$ cat src/rtl/s27_vector_sequencer_if.sv
// Handshake bundle between the harness, the sequencer and the s27 core.
// master = harness side, slave = sequencer side.
interface s27_vector_sequencer_if;
  logic        start;
  logic        po0;
  logic [3:0]  dut_inputs;
  logic        dut_hold;
  logic        busy;
  logic        done;
  logic [3:0]  vec_idx;
  logic [15:0] resp;

  modport master (
    output start,
    output po0,
    input  dut_inputs,
    input  dut_hold,
    input  busy,
    input  done,
    input  vec_idx,
    input  resp
  );

  modport slave (
    input  start,
    input  po0,
    output dut_inputs,
    output dut_hold,
    output busy,
    output done,
    output vec_idx,
    output resp
  );
endinterface

$ cat src/rtl/s27_vector_sequencer.sv
// Exhaustive 16-vector sequencer for the s27 benchmark core.
// Define S27_SEQ_MISR_EN to compact responses into a 16-bit MISR.
module s27_vector_sequencer #(
  parameter int INIT_CYCLES = 1,
  parameter int DWELL       = 2
) (
  input  logic                   clock,
  input  logic                   reset,
  s27_vector_sequencer_if.slave  bus
);

  localparam int IW = (INIT_CYCLES < 1) ? 1 : $clog2(INIT_CYCLES + 1);
  localparam int DW = (DWELL < 1) ? 1 : $clog2(DWELL + 1);

  generate
    if (INIT_CYCLES < 1 || DWELL < 1) begin : g_param_chk
      $error("s27_vector_sequencer: INIT_CYCLES and DWELL must be >= 1");
    end
  endgenerate

  typedef enum logic [1:0] {
    S_IDLE,
    S_INIT,
    S_APPLY,
    S_DONE
  } state_t;

  state_t        state;
  state_t        state_nx;
  logic [IW-1:0] init_cnt;
  logic [DW-1:0] dwell_cnt;
  logic [3:0]    vec;
  logic [15:0]   resp;
  logic [15:0]   resp_cap;
  logic          init_last;
  logic          dwell_last;
  logic          last_vec;

  assign init_last  = (init_cnt == '0);
  assign dwell_last = (dwell_cnt == '0);
  assign last_vec   = (vec == 4'd15);

`ifdef S27_SEQ_MISR_EN
  assign resp_cap = {resp[14:0], 1'b0}
                  ^ (resp[15] ? 16'h1021 : 16'h0000)
                  ^ {15'b0, bus.po0};
`else
  always_comb begin
    resp_cap      = resp;
    resp_cap[vec] = bus.po0;
  end
`endif

  always_ff @(posedge clock) begin
    if (reset) begin
      state <= S_IDLE;
    end else begin
      state <= state_nx;
    end
  end

  always_comb begin
    state_nx = state;
    unique case (state)
      S_IDLE:  if (bus.start) state_nx = S_INIT;
      S_INIT:  if (init_last) state_nx = S_APPLY;
      S_APPLY: if (dwell_last && last_vec) state_nx = S_DONE;
      S_DONE:  state_nx = S_IDLE;
      default: state_nx = S_IDLE;
    endcase
  end

  // Down-counters reload to N-1 so each phase spans exactly N cycles.
  always_ff @(posedge clock) begin
    if (reset) begin
      init_cnt  <= '0;
      dwell_cnt <= '0;
      vec       <= '0;
      resp      <= '0;
    end else begin
      unique case (state)
        S_IDLE: begin
          if (bus.start) begin
            init_cnt <= IW'(INIT_CYCLES - 1);
            vec      <= '0;
            resp     <= '0;
          end
        end
        S_INIT: begin
          if (init_last) begin
            dwell_cnt <= DW'(DWELL - 1);
          end else begin
            init_cnt <= init_cnt - 1'b1;
          end
        end
        S_APPLY: begin
          if (dwell_last) begin
            resp      <= resp_cap;
            dwell_cnt <= DW'(DWELL - 1);
            vec       <= vec + 4'd1;
          end else begin
            dwell_cnt <= dwell_cnt - 1'b1;
          end
        end
        default: begin
        end
      endcase
    end
  end

  always_comb begin
    bus.dut_inputs = 4'd0;
    bus.dut_hold   = 1'b0;
    bus.busy       = 1'b0;
    bus.done       = 1'b0;
    bus.vec_idx    = vec;
    bus.resp       = resp;
    unique case (state)
      S_INIT: begin
        bus.dut_hold = 1'b1;
        bus.busy     = 1'b1;
      end
      S_APPLY: begin
        bus.dut_inputs = vec;
        bus.busy       = 1'b1;
      end
      S_DONE: begin
        bus.done = 1'b1;
      end
      default: begin
      end
    endcase
  end

endmodule

$ cat src/flat_wrapper.sv
// flat-port wrapper written by rule: the top's interface ports become plain ports
module s27_vector_sequencer_flat 
#(
  parameter int INIT_CYCLES = 1,
  parameter int DWELL       = 2
)
  (clock, reset, bus_start, bus_po0, bus_dut_inputs, bus_dut_hold, bus_busy, bus_done, bus_vec_idx, bus_resp);
  s27_vector_sequencer_if bus_i ();
  input  logic clock;
  input  logic reset;
  input wire logic [$bits(bus_i.start)-1:0] bus_start;
  input wire logic [$bits(bus_i.po0)-1:0] bus_po0;
  output wire logic [$bits(bus_i.dut_inputs)-1:0] bus_dut_inputs;
  output wire logic [$bits(bus_i.dut_hold)-1:0] bus_dut_hold;
  output wire logic [$bits(bus_i.busy)-1:0] bus_busy;
  output wire logic [$bits(bus_i.done)-1:0] bus_done;
  output wire logic [$bits(bus_i.vec_idx)-1:0] bus_vec_idx;
  output wire logic [$bits(bus_i.resp)-1:0] bus_resp;
  assign bus_i.start = bus_start;
  assign bus_i.po0 = bus_po0;
  assign bus_dut_inputs = bus_i.dut_inputs;
  assign bus_dut_hold = bus_i.dut_hold;
  assign bus_busy = bus_i.busy;
  assign bus_done = bus_i.done;
  assign bus_vec_idx = bus_i.vec_idx;
  assign bus_resp = bus_i.resp;
  s27_vector_sequencer #(.INIT_CYCLES(INIT_CYCLES), .DWELL(DWELL)) u_core (.clock(clock), .reset(reset), .bus(bus_i));
endmodule
$ cat config.mk
export PLATFORM = sky130hd
export DESIGN_NAME = s27_vector_sequencer_flat
export DESIGN_NICKNAME = d
export VERILOG_FILES = /design/src/rtl/s27_vector_sequencer_if.sv /design/src/rtl/s27_vector_sequencer.sv /design/src/flat_wrapper.sv
export SDC_FILE = /design/constraint.sdc
export NUM_CORES = 1
export LEC_CHECK = 0
export BUFFER_PORTS_ARGS = -buffer_cell sky130_fd_sc_hd__buf_4
export CAP_MARGIN = 10
export CORE_ASPECT_RATIO = 1.75
export CORE_MARGIN = 4
export CORE_UTILIZATION = 25
export CTS_CLUSTER_SIZE = 25
export DETAILED_ROUTE_END_ITERATION = 6
export GPL_ROUTABILITY_DRIVEN = 0
export PLACE_DENSITY = 0.49
export SETUP_SLACK_MARGIN = 0.4
export SYNTH_ARGS = -nofsm -noshare
export SYNTH_HDL_FRONTEND = slang
export SYNTH_SLANG_ARGS = --single-unit
$ cat constraint.sdc
create_clock -name clock -period 2.3 [get_ports clock]
set_clock_uncertainty 0.2 [all_clocks]
set_input_delay 0.115 -clock clock [delete_from_list [all_inputs] [get_ports clock]]
set_output_delay 0.115 -clock clock [all_outputs]
set_load 0.05 [all_outputs]
=== Yosys cells after proc, flatten, opt, wreduce, memory -nomap -nowiden ===
Cells that the tools add are included.

* Bits in registers: 25
* Input bits: 4
* Word-level logic and storage cells: 53

* $add $sub $neg: 3
* Order comparisons: 2
* Equality and inequality tests: 8
* Muxes and demuxes: 23
* Reduce and logical (&&, ||, !) cells: 12

{| class="wikitable"
|+ Operator list
! cell !! number
|-
| $mux 16 || 2
|-
| $pmux 16 s2 || 1
|-
| $bwmux 16 || 1
|-
| $mux 4 || 3
|-
| $mux 2 || 5
|-
| $pmux 2 s4 || 1
|-
| $pmux 4 s2 || 1
|-
| $mux 1 || 6
|-
| $reduce_and 3->1 || 2
|-
| $reduce_bool 2->1 || 3
|-
| $lt 4x5->1 const B || 1
|-
| $add 4x1->4 const B || 1
|-
| $demux 1 s4 || 1
|-
| $eq 2x2->1 const B || 2
|-
| $eq 4x4->1 const B || 1
|-
| $ge 4x1->1 const B || 1
|-
| $logic_not 2->1 || 2
|-
| $ne 2x1->1 const B || 2
|-
| $ne 2x2->1 const B || 2
|-
| $pmux 2 s2 || 1
|-
| $reduce_and 2->1 || 2
|-
| $eq 2x1->1 const B || 1
|-
| $logic_and 1x1->1 || 2
|-
| $pmux 1 s2 || 1
|-
| 3 further kinds || 3
|}

=== Depth between registers and ports, before layout ===
* Depth in word-level cells: 7
* Mapped depth: 7
* Gate-level depth less buffers: 5

=== Worst setup path before layout ===
Ideal clock, no wire load.

* Kind: reg2reg
* Start point: register u_core.vec[3], in the netlist u_core.bus.vec_idx[3]
* End point: register u_core.vec[3], in the netlist u_core.bus.vec_idx[3]
* Setup time: 0.074 ns
* Data arrival time: 1.755 ns
* Setup slack: 0.270 ns
* Cell stages (with the launch flop): 6
* Period minus slack after synthesis: 2.030 ns
* Cell sequence: dfxtp_1 > buf_2 > buf_2 > and2_1 > nand2_1 > a31oi_1

* Longest elaborated chain between the ends: 3

{| class="wikitable"
|+ RTL lines
! item !! line !! text
|-
| start: declaration || s27_vector_sequencer.sv:32 || <nowiki>logic [3:0] vec;</nowiki>
|-
| start signal: assignment || s27_vector_sequencer.sv:100 || <nowiki>vec <= vec + 4'd1;</nowiki>
|-
| $add 4x1->4 || s27_vector_sequencer.sv:100 ||
|-
| $mux 4 || s27_vector_sequencer.sv:97 || <nowiki>if (dwell_last) begin</nowiki>
|-
| $pmux 4 s2 || s27_vector_sequencer.sv:81 || <nowiki>unique case (state)</nowiki>
|}

Every way passes these cells. The select of a mux whose other input is x is not followed.
A chain may end at the register's enable or synchronous reset.

=== Worst setup path after layout ===
* Start point: register u_core.state[0]
* End point: register u_core.resp[2], in the netlist u_core.bus.resp[2]

* Longest elaborated chain between the ends: 3
* Elaborated cells on any way between the ends: 7
* Those cells by class: eq/ne (3); mux (1); reduce/logical (3)

{| class="wikitable"
|+ RTL lines
! item !! line !! text
|-
| start: declaration || s27_vector_sequencer.sv:28 || <nowiki>state_t state;</nowiki>
|-
| start signal: assignment || s27_vector_sequencer.sv:58 || <nowiki>state <= state_nx;</nowiki>
|-
| $eq 2x2->1 or $logic_not 2->1 (tied branches) || s27_vector_sequencer.sv:81 ||
|-
| $ne 2x1->1 (no source line) (tied with other cells) || n/a ||
|-
| $reduce_and 3->1 (no source line) || n/a ||
|-
| end signal: assignment || s27_vector_sequencer.sv:98 || <nowiki>resp <= resp_cap;</nowiki>
|-
| end: declaration || s27_vector_sequencer.sv:33 || <nowiki>logic [15:0] resp;</nowiki>
|}

Several ways; a longest one is shown, not always the timed one.

==> flow_summary.toml <==
[grt]
peak_usage_layer_in_the_global_routing_report = "met2"
gr-usage-met3_pct = 0.836
grt_pass1_vias = 1277
met1_usage_pct = 11.9
grt_first_pass_wirelength_um = 6140
overflow = 0
grt_use_total_pct = 11.2
grt_start_max_net_pins = 30
grt_antenna_before_repair = 0
met2_usage_pct = 21.4

[power]
internal_dissipation_mw = 1.04
leakage_nw = 0.654
fin_total_pwr_mw = 1.80
switching_power_uw = 764
power.density_cell_area_nw_per_um2 = 968
seq_power_share_pct = 26.9
pwr-share-comb_pct = 56.8
clock_power_share_pct = 16.3
power.switching_fraction_pct = 42.5
max-vdd-ir-drop_mv = 0.681

[die]
initial_core_util_pct = 26.2
fp.dieArea_um2 = 6950
die_y_um = 107
num_rows = 35
width_of_the_die_um = 64.8
io-pin-count = 31
core_area_um2 = 5390

[finish]
layout.nets = 205
multi_input_comb_area_um2 = 833
nFillCells = 583
seqCellArea_um2 = 485
finish.instance_area_um2 = 1860
num_antenna_cells = 0
syn_to_final_growth_pct = 31.8
layout.core_utilization_pct = 34.5
layout-drive-gt1-share_pct = 29.3

[worst_hold_path]
worstHoldPathType = "in -> reg"

[setup_path]
reg2reg_to = "u_core.bus.resp[2]"
crit_required_ns = 2.28
r2r_slack_ns = 0.50
critical_path_arrival_ns = 1.78
worst_setup_path_endpoint = "u_core.bus.resp[2]"
critical_path_peak_fanout = 11
critPathLaunch = "u_core.state[0]"
r2r_start = "u_core.state[0]"
worstSetupPathType = "reg -> reg"
worstSetupEndpointType = "flop"
ff2ff_path_depth = 6
critical_path.startpoint_type = "flop"

[routing]
viasPerCell = 4.76
antenna_violating_nets_post_route = 0
routed_len_inst_um = 14.6
detail_route.iter0.violations = 26
drtPass1Iterations = 4
route.final.wire_length_um = 3860
drcViolationCount = 0
vias = 1262

[place]
place_area_um2 = 1710
portBuffers = 30
hpwlAfterDp_um = 2740

[outcome]
outcome = "finished, final reports clean"

[job]
max-cap-violations = 0

[synthesis]
netlist_instances = 163
synth_cell_types = 30
synth_top_cell_area_share_pct = 34.1
synth.yosys.warnings = 0
synth.net_count = 176
post_synth.cell_area_avg_um2 = 8.65
seq_area_frac_synth_pct = 34.1
synth_area_leader_cell = "sky130_fd_sc_hd__dfxtp_1"
cell_types_with_the_largest_area_share_after_synthesis = "sky130_fd_sc_hd__dfxtp_1, sky130_fd_sc_hd__o32ai_1, sky130_fd_sc_hd__a211oi_1"
synth.ff_latch_count = 24
synth_area_um2 = 1410

[timing]
maxSlewHeadroom_pct = 67.4
tightestPinTransition_ns = 0.488
timing_max_transition_violations_final = 0
final_period_minus_worst_setup_slack_ns = 1.80
timing.fmax_mhz = 554
hold_violations = 0
finalSetupViolCount = 0
timing.final.crit_share_pct = 78.4
grt_setup_unrepaired = "yes"
fin_setup_tns_ns = 0

[clock_tree]
cts_tree = "yes"
clockBufferDepth = 2
cts_buffers = 3
clock-root-buffer = "sky130_fd_sc_hd__clkbuf_8"
clkSinkCount = 24
clkLatencyLatePin_ns = 0.27
cts.clk_slew.worst_paths_ns = 0.09
cts.htree.levels = 1
==> state kept, by name (all words and copies together), names as in the netlist <==
signal              cells
u_core.bus.resp        16
u_core.bus.vec_idx      4
u_core.dwell_cnt        2
u_core.state            2
==> kinds of logic (layout without fill, tap and decap cells) <==
family          after synthesis  count (layout)  share of synthesized area, %
fa+ha+maj                     9               9                          7.99
compound gates               46              46                          24.9
simple gates                 45              45                          21.1
flops                        24              24                          34.1
mux                           2               2                          1.42
buf+inv                      37              65                          10.5
==> critical path: stages (launching register included) <==
cell and delay, ns:
sky130_fd_sc_hd__dfxtp_2 0.34, sky130_fd_sc_hd__inv_2 0.09, sky130_fd_sc_hd__ha_2 0.22, sky130_fd_sc_hd__buf_4 0.18, sky130_fd_sc_hd__and4bb_1 0.30, sky130_fd_sc_hd__nand3_1 0.22, sky130_fd_sc_hd__o32ai_1 0.17
==> repair_timing <==
item	4_1_cts	5_1_grt
pin swaps	0	1
cloned	0	2
hold buffers	0	0
hold endpoints to repair	0	0
endpoints found under the setup margin	13	20
setup buffers	0	1
resized for setup	1	18
==> placed cells by master (no fill, tap or decap), types with 2 or more instances in the layout <==
master | synthesis | final
sky130_fd_sc_hd__inv_1 | 22 | 21
sky130_fd_sc_hd__nand4_1 | 3 | 3
sky130_fd_sc_hd__buf_6 | 0 | 3
sky130_fd_sc_hd__ha_1 | 9 | 7
sky130_fd_sc_hd__and2_1 | 4 | 3
sky130_fd_sc_hd__a211oi_1 | 16 | 15
sky130_fd_sc_hd__dfxtp_1 | 24 | 20
sky130_fd_sc_hd__clkbuf_8 | 0 | 4
sky130_fd_sc_hd__nor2_1 | 3 | 3
sky130_fd_sc_hd__dfxtp_2 | 0 | 4
sky130_fd_sc_hd__o21ai_1 | 2 | 2
sky130_fd_sc_hd__nand3_1 | 9 | 8
sky130_fd_sc_hd__nand2b_1 | 4 | 4
sky130_fd_sc_hd__or3b_1 | 6 | 6
sky130_fd_sc_hd__buf_4 | 0 | 34
sky130_fd_sc_hd__o32ai_1 | 16 | 16
sky130_fd_sc_hd__a21oi_1 | 5 | 5
sky130_fd_sc_hd__nand3b_1 | 9 | 9
sky130_fd_sc_hd__nor2b_1 | 2 | 2
==> area by class of cell <==
class	count	share of cell area [%]
Multi-Input combinational cell	102	44.8
Sequential cell	24	26.1
Inverter	22	4.44
Clock buffer	4	2.96
Timing Repair Buffer	39	16.6
Tap cell	74	4.98
==> cells in the mapped netlist <==
cell type / n
sky130_fd_sc_hd__o21a_1: 2
sky130_fd_sc_hd__nor2b_1: 2
sky130_fd_sc_hd__nand2b_1: 4
sky130_fd_sc_hd__nand3_1: 9
sky130_fd_sc_hd__and4bb_1: 1
sky130_fd_sc_hd__a21boi_0: 1
sky130_fd_sc_hd__a221oi_2: 1
sky130_fd_sc_hd__nor2_1: 3
sky130_fd_sc_hd__o21ai_0: 1
sky130_fd_sc_hd__or4b_1: 1
sky130_fd_sc_hd__o31ai_1: 1
sky130_fd_sc_hd__or3_1: 1
sky130_fd_sc_hd__and2_1: 4
sky130_fd_sc_hd__ha_1: 9
sky130_fd_sc_hd__or3b_1: 6
sky130_fd_sc_hd__clkbuf_1: 7
sky130_fd_sc_hd__inv_1: 22
sky130_fd_sc_hd__buf_2: 7
sky130_fd_sc_hd__mux2i_1: 2
sky130_fd_sc_hd__a21oi_1: 5
sky130_fd_sc_hd__nand4_1: 3
sky130_fd_sc_hd__a211oi_1: 16
sky130_fd_sc_hd__nand3b_1: 9
sky130_fd_sc_hd__dfxtp_1: 24
sky130_fd_sc_hd__o32ai_1: 16
sky130_fd_sc_hd__o21ai_1: 2
sky130_fd_sc_hd__nand2_1: 1
sky130_fd_sc_hd__buf_1: 1
sky130_fd_sc_hd__a31oi_1: 1
sky130_fd_sc_hd__nor3b_1: 1
==> how the worst min path moves through the flow <==
stage                              from             endpoint  slack, ns  cells after the start
detailed placement  u_core.bus.resp[10]  u_core.bus.resp[10]       0.28                      2
floorplan                         reset   u_core.bus.resp[8]       0.18                      2
CTS                               reset  u_core.dwell_cnt[0]      0.004                      2
global placement     u_core.bus.resp[7]   u_core.bus.resp[7]       0.27                      2
global route                      reset  u_core.dwell_cnt[0]       0.04                      2
finish                            reset  u_core.dwell_cnt[0]       0.01                      2
==> stage by stage <==
step | setup WS (ns) | std cells | hold slack [ns]
floorplan | 0.429 | 163 | 0.182
global placement | 0.451 | 258 | 0.271
detailed placement | 0.400 | 258 | 0.275
CTS | 0.401 | 262 | 0.00416
global route | 0.370 | 265 | 0.0395
finish | 0.496 | 265 | 0.0140
==> power by group through the flow <==
stage / clock (mW) / combinational [mW] / sequential [mW]
floorplan: 0 / 0.621 / 0.503
detailed placement: 0 / 0.830 / 0.493
finish: 0.293 / 1.02 / 0.485
global route: 0.321 / 1.12 / 0.490
CTS: 0.306 / 0.842 / 0.482
global placement: 0 / 0.829 / 0.491
==> per-layer routing <==
layer,routed length (um),part of all wire (%),vias to the layer above
li1,-,-,651
met1,1550,40,589
met2,2160,56,18
met3,71,1.8,4
met4,78,2.0,0
met5,0,0,-
No activity file was read; power rests on OpenSTA's default activity.
